**src/rtl/uart_sim_pkg.sv**
```systemverilog
// Shared types and helpers for the simulation-harness UART blocks.
// Receiver FSM states, data width and a pointer-width helper.
package uart_sim_pkg;

  localparam int UART_DATA_BITS = 8;

  typedef enum logic [2:0] {
    IDLE,
    START,
    DATA,
    STOP,
    WAIT_HIGH
  } rx_state_e;

  // Never returns less than 1 so a 2-entry FIFO still gets a real index bit.
  function automatic int clog2_min1(input int n);
    int r;
    r = 1;
    for (int i = 1; i < 31; i++) begin
      if ((1 << i) < n) r = i + 1;
    end
    return r;
  endfunction

endpackage

```
**src/rtl/uart_sim_fifo.sv**
```systemverilog
// Generic fall-through FIFO: the head entry is presented on a register,
// so data_o/empty_o never depend combinationally on pop_i.
module uart_sim_fifo #(
  parameter int DEPTH = 4,
  parameter int WIDTH = 8
) (
  input  logic             clk_i,
  input  logic             rstn_i,
  input  logic             push_i,
  input  logic [WIDTH-1:0] data_i,
  output logic             full_o,
  input  logic             pop_i,
  output logic             empty_o,
  output logic [WIDTH-1:0] data_o
);
  import uart_sim_pkg::*;

  localparam int AW = clog2_min1(DEPTH);
  localparam int PW = AW + 1;

  if ((DEPTH < 2) || ((DEPTH & (DEPTH - 1)) != 0)) begin : gBadDepth
    $error("uart_sim_fifo: DEPTH must be a power of 2 and at least 2");
  end

  logic [WIDTH-1:0] r_mem [DEPTH];
  logic [PW-1:0]    r_wptr;
  logic [PW-1:0]    r_rptr;
  logic [WIDTH-1:0] r_head;
  logic [PW-1:0]    w_count;
  logic [PW-1:0]    w_rptrInc;
  logic             w_doPush;
  logic             w_doPop;
  logic             w_empty;
  logic             w_full;

  assign w_count   = r_wptr - r_rptr;
  assign w_rptrInc = r_rptr + 1'b1;
  assign w_empty   = (w_count == '0);
  assign w_full    = (w_count == PW'(DEPTH));
  // A pop frees a slot in the same cycle, so a push into a full FIFO is legal then.
  assign w_doPop   = pop_i && !w_empty;
  assign w_doPush  = push_i && (!w_full || w_doPop);

  always_ff @(posedge clk_i or negedge rstn_i) begin
    if (!rstn_i) begin
      for (int i = 0; i < DEPTH; i++) r_mem[i] <= '0;
      r_wptr <= '0;
      r_rptr <= '0;
    end else begin
      if (w_doPush) begin
        r_mem[r_wptr[AW-1:0]] <= data_i;
        r_wptr                <= r_wptr + 1'b1;
      end
      if (w_doPop) r_rptr <= w_rptrInc;
    end
  end

  // Head register: loads the next entry, or the incoming byte when it becomes the head.
  always_ff @(posedge clk_i or negedge rstn_i) begin
    if (!rstn_i) begin
      r_head <= '0;
    end else if (w_empty) begin
      if (w_doPush) r_head <= data_i;
    end else if (w_doPop) begin
      if (w_count != PW'(1)) r_head <= r_mem[w_rptrInc[AW-1:0]];
      else if (w_doPush)     r_head <= data_i;
    end
  end

  assign full_o  = w_full;
  assign empty_o = w_empty;
  assign data_o  = r_head;

endmodule

```
**src/rtl/uart_rx_monitor.sv**
```systemverilog
// 8N1 UART receiver for the simulation harness: samples the core's TX line,
// queues decoded bytes in a fall-through FIFO and flags framing/overrun errors.
module uart_rx_monitor #(
  parameter int CLKS_PER_BIT = 868,
  parameter int FIFO_DEPTH   = 4
) (
  input  logic       clk_i,
  input  logic       rstn_i,
  input  logic       rxd_i,
  output logic [7:0] data_o,
  output logic       valid_o,
  input  logic       ready_i,
  input  logic       err_clr_i,
  output logic       frame_err_o,
  output logic       overrun_o,
  output logic       busy_o
);
  import uart_sim_pkg::*;

  localparam int HALF  = CLKS_PER_BIT / 2;
  localparam int CNT_W = (CLKS_PER_BIT > 1) ? $clog2(CLKS_PER_BIT) : 1;
  localparam logic [CNT_W-1:0] LAST_CNT = CNT_W'(CLKS_PER_BIT - 1);
  localparam logic [CNT_W-1:0] HALF_CNT = CNT_W'(HALF - 1);
  localparam logic [2:0]       LAST_IDX = 3'(UART_DATA_BITS - 1);

  if (CLKS_PER_BIT < 4) begin : gBadClks
    $error("uart_rx_monitor: CLKS_PER_BIT must be at least 4");
  end

  logic                      r_sync1;
  logic                      r_sync2;
  rx_state_e                 r_state;
  rx_state_e                 w_stateNxt;
  logic [CNT_W-1:0]          r_bitCnt;
  logic [CNT_W-1:0]          w_bitCntNxt;
  logic [2:0]                r_idx;
  logic [2:0]                w_idxNxt;
  logic [UART_DATA_BITS-1:0] r_shift;
  logic [UART_DATA_BITS-1:0] w_shiftNxt;
  logic                      r_busy;
  logic                      r_frameErr;
  logic                      r_overrun;
  logic                      w_push;
  logic                      w_frameSet;
  logic                      w_overrunSet;
  logic                      w_pop;
  logic                      w_full;
  logic                      w_empty;
  logic [UART_DATA_BITS-1:0] w_head;

  always_ff @(posedge clk_i or negedge rstn_i) begin
    if (!rstn_i) begin
      r_sync1 <= 1'b1;
      r_sync2 <= 1'b1;
    end else begin
      r_sync1 <= rxd_i;
      r_sync2 <= r_sync1;
    end
  end

  always_ff @(posedge clk_i or negedge rstn_i) begin
    if (!rstn_i) begin
      r_state  <= IDLE;
      r_bitCnt <= '0;
      r_idx    <= '0;
      r_shift  <= '0;
      r_busy   <= 1'b0;
    end else begin
      r_state  <= w_stateNxt;
      r_bitCnt <= w_bitCntNxt;
      r_idx    <= w_idxNxt;
      r_shift  <= w_shiftNxt;
      r_busy   <= (w_stateNxt != IDLE);
    end
  end

  // Start bit is checked at its middle; every later sample lands one full bit after that.
  always_comb begin
    w_stateNxt  = r_state;
    w_bitCntNxt = r_bitCnt;
    w_idxNxt    = r_idx;
    w_shiftNxt  = r_shift;
    w_push      = 1'b0;
    w_frameSet  = 1'b0;
    unique case (r_state)
      IDLE: begin
        if (!r_sync2) begin
          w_stateNxt  = START;
          w_bitCntNxt = '0;
        end
      end
      START: begin
        if (r_bitCnt == HALF_CNT) begin
          w_bitCntNxt = '0;
          w_idxNxt    = '0;
          w_stateNxt  = r_sync2 ? IDLE : DATA;
        end else begin
          w_bitCntNxt = r_bitCnt + 1'b1;
        end
      end
      DATA: begin
        if (r_bitCnt == LAST_CNT) begin
          w_shiftNxt  = {r_sync2, r_shift[UART_DATA_BITS-1:1]};
          w_bitCntNxt = '0;
          w_idxNxt    = r_idx + 1'b1;
          if (r_idx == LAST_IDX) w_stateNxt = STOP;
        end else begin
          w_bitCntNxt = r_bitCnt + 1'b1;
        end
      end
      STOP: begin
        if (r_bitCnt == LAST_CNT) begin
          w_bitCntNxt = '0;
          if (r_sync2) begin
            w_push     = 1'b1;
            w_stateNxt = IDLE;
          end else begin
            w_frameSet = 1'b1;
            w_stateNxt = WAIT_HIGH;
          end
        end else begin
          w_bitCntNxt = r_bitCnt + 1'b1;
        end
      end
      WAIT_HIGH: begin
        if (r_sync2) w_stateNxt = IDLE;
      end
      default: begin
        w_stateNxt  = IDLE;
        w_bitCntNxt = '0;
      end
    endcase
  end

  assign w_pop        = ready_i && !w_empty;
  assign w_overrunSet = w_push && w_full && !w_pop;

  // Sticky flags: a set event in the same cycle as a clear wins.
  always_ff @(posedge clk_i or negedge rstn_i) begin
    if (!rstn_i) begin
      r_frameErr <= 1'b0;
      r_overrun  <= 1'b0;
    end else begin
      if (w_frameSet)     r_frameErr <= 1'b1;
      else if (err_clr_i) r_frameErr <= 1'b0;
      if (w_overrunSet)   r_overrun  <= 1'b1;
      else if (err_clr_i) r_overrun  <= 1'b0;
    end
  end

  uart_sim_fifo #(
    .DEPTH (FIFO_DEPTH),
    .WIDTH (UART_DATA_BITS)
  ) u_fifo (
    .clk_i   (clk_i),
    .rstn_i  (rstn_i),
    .push_i  (w_push),
    .data_i  (r_shift),
    .full_o  (w_full),
    .pop_i   (w_pop),
    .empty_o (w_empty),
    .data_o  (w_head)
  );

  assign data_o      = w_head;
  assign valid_o     = !w_empty;
  assign frame_err_o = r_frameErr;
  assign overrun_o   = r_overrun;
  assign busy_o      = r_busy;

endmodule

```
**config.mk**
```make
export PLATFORM = sky130hd
export DESIGN_NAME = uart_rx_monitor
export DESIGN_NICKNAME = d
export VERILOG_FILES = /design/src/rtl/uart_sim_pkg.sv /design/src/rtl/uart_sim_fifo.sv /design/src/rtl/uart_rx_monitor.sv
export SDC_FILE = /design/constraint.sdc
export NUM_CORES = 1
export LEC_CHECK = 0
export CORE_MARGIN = 1.5
export CORE_UTILIZATION = 50
export CTS_CLUSTER_DIAMETER = 30
export CTS_CLUSTER_SIZE = 40
export DETAILED_ROUTE_END_ITERATION = 12
export PLACE_DENSITY_LB_ADDON = 0.05
export SLEW_MARGIN = 20
export SYNTH_ARGS = -nofsm -noshare
export SYNTH_HDL_FRONTEND = slang
export SYNTH_SLANG_ARGS = --single-unit
```
**constraint.sdc**
```tcl
create_clock -name clk_i -period 2.5 [get_ports clk_i]
set_input_delay 0.625 -clock clk_i [delete_from_list [all_inputs] [get_ports clk_i]]
set_output_delay 0.625 -clock clk_i [all_outputs]
set_load 0.005 [all_outputs]
```
# Word level (Yosys, flattened, before mapping)
# Index checks and enable logic that the tools add are counted.
# W data, S select, Z words.
# word_totals
in_bits	5
register_bits	75
output_inout_bits	12
elab_cells	95
# classes
add_sub_neg	5
order_cmp	3
n_mux	35
n_eq_ne	12
bitwise	3
n_reduce_logical	21
# op_table
operator	n
$mux W8	7
$pmux W10 S4	1
$bwmux W32	1
$mux W10	3
$mux W3	9
$bmux W8 S2	1
$demux W8 S2	1
$pmux W3 S5	1
$add A10 B1 Y10 const B	1
$eq A10 B10 Y1 const B	1
$eq A10 B9 Y1 const B	1
$add A3 B1 Y3 const B	3
$eq A3 B3 Y1 const B	3
$mux W1	9
$reduce_bool A2 Y1	4
$eq A3 B2 Y1 const B	2
$ge A3 B3 Y1 const B	2
$logic_and A1 B1 Y1	6
$logic_not A3 Y1	2
$ne A2 B2 Y1 const B	3
$not A2 Y3	2
$pmux W3 S2	1
$reduce_and A2 Y1	2
$eq A3 B1 Y1 const B	1
other kinds (10)	12

# Depth between registers and ports, before layout
# Gate-level depths: netlist of run 1.
# depth
ltp_word	11
ltp_mapped	8

# By module
# Synthesis of run 1 repeated with hierarchy kept, for this count alone.
# hier_totals
hier_cells	270
hier_area_um2	3636.0
# modules_own_cells
module	seq_area_each_um2	cells_each	n_inst	area_per_inst_um2
uart_sim_fifo	1151.1	139	1	2198.4
uart_rx_monitor	728.2	131	1	1437.6

# Worst setup path before layout of run 1
# No wires, ideal clock.
# synth_path
path_type	register -> register
startpoint	register u_fifo.r_wptr[0]
endpoint	register u_fifo.r_mem[10] (netlist bit)
path_stages_with_launch	9
path_slack_ns	0.176
arrival_ns	2.199
setup_time_ns	0.125
synth_period_minus_slack_ns	2.324
path_cell_list	dfrtp_1 -> inv_1 -> ha_1 -> fa_1 -> xnor3_1 -> or3_1 -> buf_2 -> nand3_2 -> mux2_2
# synth_via
elab_chain_len	7
elab_cells_between_ends	16
classes_between	add/sub: 1; order compare: 2; eq/ne: 1; mux: 3; bitwise: 1; reduce/logical: 8
# synth_rtl
element	line_no	rtl
start: declaration	uart_sim_fifo.sv:26	logic [PW-1:0] r_wptr;
start signal: assignment	uart_sim_fifo.sv:52	r_wptr <= r_wptr + 1'b1;
$sub A3 B3 Y3	uart_sim_fifo.sv:36	assign w_count = r_wptr - r_rptr;
$logic_not A3 Y1	uart_sim_fifo.sv:38	assign w_empty = (w_count == '0);
$logic_not A1 Y1	uart_sim_fifo.sv:41, uart_rx_monitor.sv:135	
$logic_and A1 B1 Y1	uart_rx_monitor.sv:135	assign w_pop = ready_i && !w_empty;
$logic_and A1 B1 Y1	uart_sim_fifo.sv:41	assign w_doPop = pop_i && !w_empty;
$logic_or A1 B1 Y1	uart_sim_fifo.sv:42	assign w_doPush = push_i && (!w_full || w_doPop);
$logic_and A1 B1 Y1	uart_sim_fifo.sv:42	
end signal: indexed assignment	uart_sim_fifo.sv:51	r_mem[r_wptr[AW-1:0]] <= data_i;
end: declaration	uart_sim_fifo.sv:25	logic [WIDTH-1:0] r_mem [DEPTH];
# Parallel ways exist; a longest one is shown, timed or not.
# A chain may end at the register's enable or synchronous reset.

# Final worst setup path of run 1
# layout_path
startpoint	register u_fifo.r_rptr[0]
endpoint	register u_fifo.r_mem[27] (netlist bit)
# layout_via
elab_chain_len	7
elab_cells_between_ends	9
classes_between	add/sub: 1; eq/ne: 1; reduce/logical: 7
# layout_rtl
element	line_no	rtl
start: declaration	uart_sim_fifo.sv:27	logic [PW-1:0] r_rptr;
start signal: assignment	uart_sim_fifo.sv:54	if (w_doPop) r_rptr <= w_rptrInc;
$sub A3 B3 Y3 (*)	uart_sim_fifo.sv:36	
$logic_not A3 Y1	uart_sim_fifo.sv:38	
$logic_not A1 Y1	uart_sim_fifo.sv:41, uart_rx_monitor.sv:135	
$logic_and A1 B1 Y1	uart_rx_monitor.sv:135	
$logic_and A1 B1 Y1	uart_sim_fifo.sv:41	
$logic_or A1 B1 Y1 (*)	uart_sim_fifo.sv:42	
$logic_and A1 B1 Y1 (*)	uart_sim_fifo.sv:42	
# Every way passes the cells marked *; elsewhere a longest branch is shown, timed or not.

==> results.yml, run 1 <==
finish:
  fin_area_um2: 4380
  regArea_um2: 1880
  fillers: 604
  diodes: 0
  fin_cells: 429
  area_growth_pct: 18.0
  multiInputGateArea_um2: 1810
  fin_nets: 342
  drive_gt1_share_pct: 36.4
logic_synthesis:
  synth.avg_cell_area_um2: 13.1
  synth_cell_types: 52
  ys_top_cells_by_area: "dfrtp_1 (49%), mux2_2 (17%), mux4_2 (4.9%)"
  synth_ff_type: "dfrtp_1"
  synthMostInstantiatedCell: "dfrtp_1"
  yosysSeqAreaShare_pct: 50.6
  async_reset_ff_share_pct: 100
  synth_area_um2: 3710
  yosysTopAreaCellShare_pct: 49.2
  synth-edff-count: 0
  syn_inst: 284
  synth_top_area_cell: "dfrtp_1"
  ys.warnings.count: 0
  ys_ff_latch: 75
  syn_nets: 300
  ys_top_cells_by_count: "dfrtp_1 (73), mux2_2 (57), nand2_1 (20)"
drt:
  wl_um: 7590
  wire_per_inst_um: 17.7
  viasPerCell: 5.58
  final_antenna_net_count: 0
  detail_route.iter0.violations: 90
  drc: 0
  drt_first_pass_iters: 4
  vias: 2393
critical_path:
  start_kind: "flop"
  crit_buf_inv: 1
  critPathArrivalTime_ps: 2660
  critical_path_class: "reg -> reg"
  cp-startpoint: "u_fifo.r_rptr[0]"
  path_delay_family: "simple AND/OR/NAND/NOR gates"
  worstReg2RegStart: "u_fifo.r_rptr[0]"
  crit_required_ps: 2720
  path_max_fanout: 8
  end_kind: "flop"
  slowest_stage: "or3_4"
  slowest_delay_ps: 430
  crit_chain: "ha_1 > fa_2 > xnor3_1 > buf_4 > or3_4 > nand3_4 > mux2_2"
sta:
  fin_crit_sh_pct: 97.3
  finalClockSkew_ps: 8.30
  finalSetupViolations: 0
  layout_min_cycle_time_ps: 2430
  slew_headroom_pct: 63.1
  drv_slew: 0
  rsz0062_at_grt: "false"
  finalSetupTns_ps: 0
  worst_slew_pin_slew_ps: 550
  hold_viol: 0
  max_freq_ghz: 0.411
min_path:
  worstHoldPathType: "in -> async"
floorplan:
  die_w_um: 89.2
  placementRows: 31
  dieHeight_um: 89.2
  dieArea_um2: 7950
  core_region_area_um2: 7210
  pin_count: 17
  start_util_pct: 51.5
place:
  portBuffers: 16
  gp_congestion: 0.896
  dp.cells: 412
  place_hpwl_um: 4960
  placed_area_um2: 4120
job:
  maxCapViolations: 0
grt:
  grt_start_max_net_pins: 40
  grt_pass1_vias: 2470
  grtUsageTotal_pct: 20.8
  grt_pass1_wl_um: 12200
  antenna_found_initial: 0
  grt_overflow: 0
power:
  p_per_area_nw_per_um2: 645
  ir_worst_vdd_uv: 324
  power.leakage_nw: 2.04
clocking:
  root_buffer: "clkbuf_8"
  clock_latency_ps: 340
  clockBufferDepth: 2
  cts_made_buffers: 9
  cts_tree: "done"
  htree_levels: 3
  cts.clk_slew.worst_paths_ps: 80
  ctsHoldBuffers: 0
  cts_sinks: 75
outcome:
  status: "finished clean"
==> layout by cell type (no fill, tap or decap), types with 5 or more instances in the layout <==
cell type,instances
dfrtp_1,73
mux2_2,57
buf_4,21
nand2_1,20
clkdlybuf4s50_1,14
ha_1,10
inv_1,9
nand3_1,9
o21ai_0,9
clkbuf_8,9
mux4_2,8
o211ai_1,6
nor2_1,5
and2_1,5
==> path summary, 6_finish.rpt <==
check                                    to  slack, ps  cells past startpoint
setup / recovery           u_fifo.r_mem[27]         70                      7
hold / removal                  frame_err_o        250                      1
setup reg to reg           u_fifo.r_mem[27]         70                      7
hold reg to reg                     r_sync2        360                      0
max in group asynchronous           r_sync1       1600                      2
min in group clk_i                  r_sync2        360                      0
==> timing repair <==
action,4_1_cts,5_1_grt
gates resized for setup,7,2
endpoints found under the setup margin,29,12
setup buffers,1,0
pin swaps,0,2
gates cloned,0,1
==> where the power goes <==
group,switching (mW),internal [mW]
logic,0.293,0.255
clock network,0.453,0.560
registers,0.0251,1.24
total,0.771,2.06
==> layer usage <==
layer	part of all wire, %	vias to the layer above	GRT usage (%)
met5	0	-	0
met4	1.4	0	8.67
met3	4.2	11	3.97
met2	46	50	31.0
met1	49	1191	29.9
li1	-	1141	-
==> sequential cells by signal (all words and copies together) (netlist names) <==
signal	cells
r_state	3
frame_err_o	1
u_fifo.r_wptr	3
r_shift	8
u_fifo.r_rptr	3
overrun_o	1
busy_o	1
u_fifo.r_mem	32
u_fifo.data_o	8
r_idx	3
r_sync2	1
r_sync1	1
r_bitCnt	10
==> per-stage QoR <==
step	utilization (%)	hold WS [ps]	setup WS [ps]	power, mW
after floorplan	-	329	176	1.63
after global placement	57.1	346	30.5	1.81
after detailed placement	57.1	351	-27.2	1.81
after CTS	60.6	263	-42.7	2.86
after global routing	60.7	281	14.7	2.96
final	60.7	250	66.8	2.83
==> cell type report <==
cell class	instances	area share [%]
tap	99	2.83
clock inverter	6	2.06
clock buffer	9	2.83
sequential	75	42.9
multi-input combinational	194	41.3
inverter	9	0.771
timing repair buffer	37	7.37
==> cells by family (layout without fill, tap and decap cells) <==
logic type               after synthesis  in the layout  synth area share, %
flip-flops                            75             75                 50.6
AO/OA/AOI/OAI                         34             34                 6.64
AND/OR/NAND/NOR                       78             79                 13.2
multiplexers                          65             65                 22.1
XOR/XNOR                               5              5                 1.55
buffers and inverters                 16             61                 1.89
adder cells (fa/ha/maj)               11             11                 3.91
No activity file was read; power rests on OpenSTA's default activity.
==> run 2, diff against run 1 <==
--- a/config.mk
+++ b/config.mk
@@ -11,7 +11,6 @@
 export CTS_CLUSTER_SIZE = 40
 export DETAILED_ROUTE_END_ITERATION = 12
 export PLACE_DENSITY_LB_ADDON = 0.05
-export SLEW_MARGIN = 20
 export SYNTH_ARGS = -nofsm -noshare
 export SYNTH_HDL_FRONTEND = slang
 export SYNTH_SLANG_ARGS = --single-unit
==> results of run 2 <==
Final layout, timing and power as in run 1 (identical DEF).
==> run 3, diff against run 2 <==
--- a/config.mk
+++ b/config.mk
@@ -6,7 +6,7 @@
 export NUM_CORES = 1
 export LEC_CHECK = 0
 export CORE_MARGIN = 1.5
-export CORE_UTILIZATION = 50
+export CORE_UTILIZATION = 54
 export CTS_CLUSTER_DIAMETER = 30
 export CTS_CLUSTER_SIZE = 40
 export DETAILED_ROUTE_END_ITERATION = 12
==> constraint.sdc (replaced) <==
create_clock -name clk_i -period 2.1 [get_ports clk_i]
set_input_delay 0.525 -clock clk_i [delete_from_list [all_inputs] [get_ports clk_i]]
set_output_delay 0.525 -clock clk_i [all_outputs]
set_load 0.005 [all_outputs]
==> results.yml, run 3 (synthesis results as in run 1) <==
floorplan:
  core_region_area_um2: 6720
  placementRows: 30
  pin_count: 17
  dieHeight_um: 85.9
  dieArea_um2: 7380
  start_util_pct: 55.3
  die_w_um: 85.9
drt:
  wl_um: 8010
  vias: 2508
  drt_first_pass_iters: 4
  final_antenna_net_count: 0
  wire_per_inst_um: 18.3
  detail_route.iter0.violations: 132
  viasPerCell: 5.74
  drc: 0
grt:
  grt_start_max_net_pins: 39
  grt_pass1_wl_um: 13400
  grtUsageTotal_pct: 23.9
  grt_pass1_vias: 2561
  met3_usage_pct: 5.00
  grt_overflow: 0
  antenna_found_initial: 0
  grt_use_met1_pct: 37.4
  top_usage_layer: "met1"
  met2_usage_pct: 34.2
outcome:
  violations: "negative setup slack"
  status: "complete, but fails checks"
clocking:
  cts_sinks: 75
  cts.clk_slew.worst_paths_ps: 80
  htree_levels: 3
  root_buffer: "clkbuf_8"
  clock_latency_ps: 350
  cts_made_buffers: 9
  cts_tree: "done"
  clockBufferDepth: 2
power:
  ir_worst_vdd_uv: 423
  p_per_area_nw_per_um2: 730
  power.leakage_nw: 2.28
  power_mw: 3.44
critical_path:
  start_kind: "flop"
  critPathArrivalTime_ps: 2620
  path_max_fanout: 7
  slowest_delay_ps: 430
  crit_chain: "inv_2 > ha_4 > fa_2 > xnor3_1 > buf_4 > or3_4 > nand3_2 > mux2_4"
  critical_path_class: "reg -> reg"
  slowest_stage: "or3_4"
  crit_buf_inv: 2
  path_delay_family: "simple AND/OR/NAND/NOR gates"
  end_kind: "flop"
  crit_required_ps: 2330
finish:
  drive_gt1_share_pct: 43.7
  layout_commonest_cell: "dfrtp_1"
  regMostFlops: "u_fifo.r_mem"
  fin_area_um2: 4720
  fin_nets: 368
  largest_reg_flops: 32
  reg.largest.list: "u_fifo.r_mem: 32 flops, r_bitCnt: 10 flops"
  final_cell_mix: "dfrtp_1 (73), buf_4 (44), mux2_4 (32)"
  area_growth_pct: 27.1
  diodes: 0
sta:
  hold_viol: 0
  rsz0062_at_grt: "true"
  drv_slew: 0
  finalSetupViolations: 45
  worst_slew_pin_slew_ps: 507
  fin_ws_ps: -291
  layout_min_cycle_time_ps: 2390
  finalClockSkew_ps: 11.6
  slew_headroom_pct: 66.2
  max_freq_ghz: 0.418
  holdWs_ps: 149
  fin_crit_sh_pct: 114
job:
  maxCapViolations: 0
place:
  gp_congestion: 0.821
  portBuffers: 16
  placed_area_um2: 4350
  place_hpwl_um: 5330
min_path:
  worstHoldPathType: "in -> async"
-- run 3: final timing paths --
kind | start | endpoint | slack [ps] | cells past startpoint
setup reg to reg | u_fifo.r_wptr[0] | u_fifo.r_mem[1] | -290 | 8
setup / recovery | u_fifo.r_wptr[0] | u_fifo.r_mem[1] | -290 | 8
max in group asynchronous | rstn_i | r_sync2 | 1330 | 2
hold reg to reg | r_sync1 | r_sync2 | 360 | 0
min in group clk_i | r_sync1 | r_sync2 | 360 | 0
hold / removal | rstn_i | r_idx[0] | 150 | 1
-- run 3: timing repair --
action,CTS,global route
pin swaps,8,2
gates cloned,1,0
hold buffers,0,0
buffers inserted,4,4
resized for setup,30,6
setup endpoints to repair,44,59
-- run 3: routing by layer --
layer	vias up	routed length, µm
met5	-	0
met4	0	83
met3	9	237
met2	36	3560
met1	1270	4130
li1	1193	-
-- run 3: area by class of cell --
cell class / count / area, µm²
fillers: 481 / 2000
multi-input cells: 194 / 1970
flip-flops and latches: 75 / 1880
repair buffers: 63 / 538
clock buffers: 10 / 128
well taps: 80 / 100
clock inverters: 6 / 63.8
inverters: 9 / 33.8
-- run 3: stage by stage --
step / TNS [ps] / setup slack, ps / utilization (%) / instances
after floorplan: -3480 / -112 / - / 284
after global placement: -5610 / -197 / 64.7 / 413
after detailed placement: -7620 / -241 / 64.7 / 413
after CTS: -12620 / -352 / 69.6 / 434
after global routing: -14250 / -347 / 70.2 / 437
final: -11230 / -291 / 70.2 / 437
-- run 3: report_power, final --
group	total [mW]	switching [mW]	internal [mW]
clock	1.09	0.537	0.549
combinational	0.855	0.388	0.467
sequential	1.50	0.0238	1.48
total	3.44	0.948	2.49
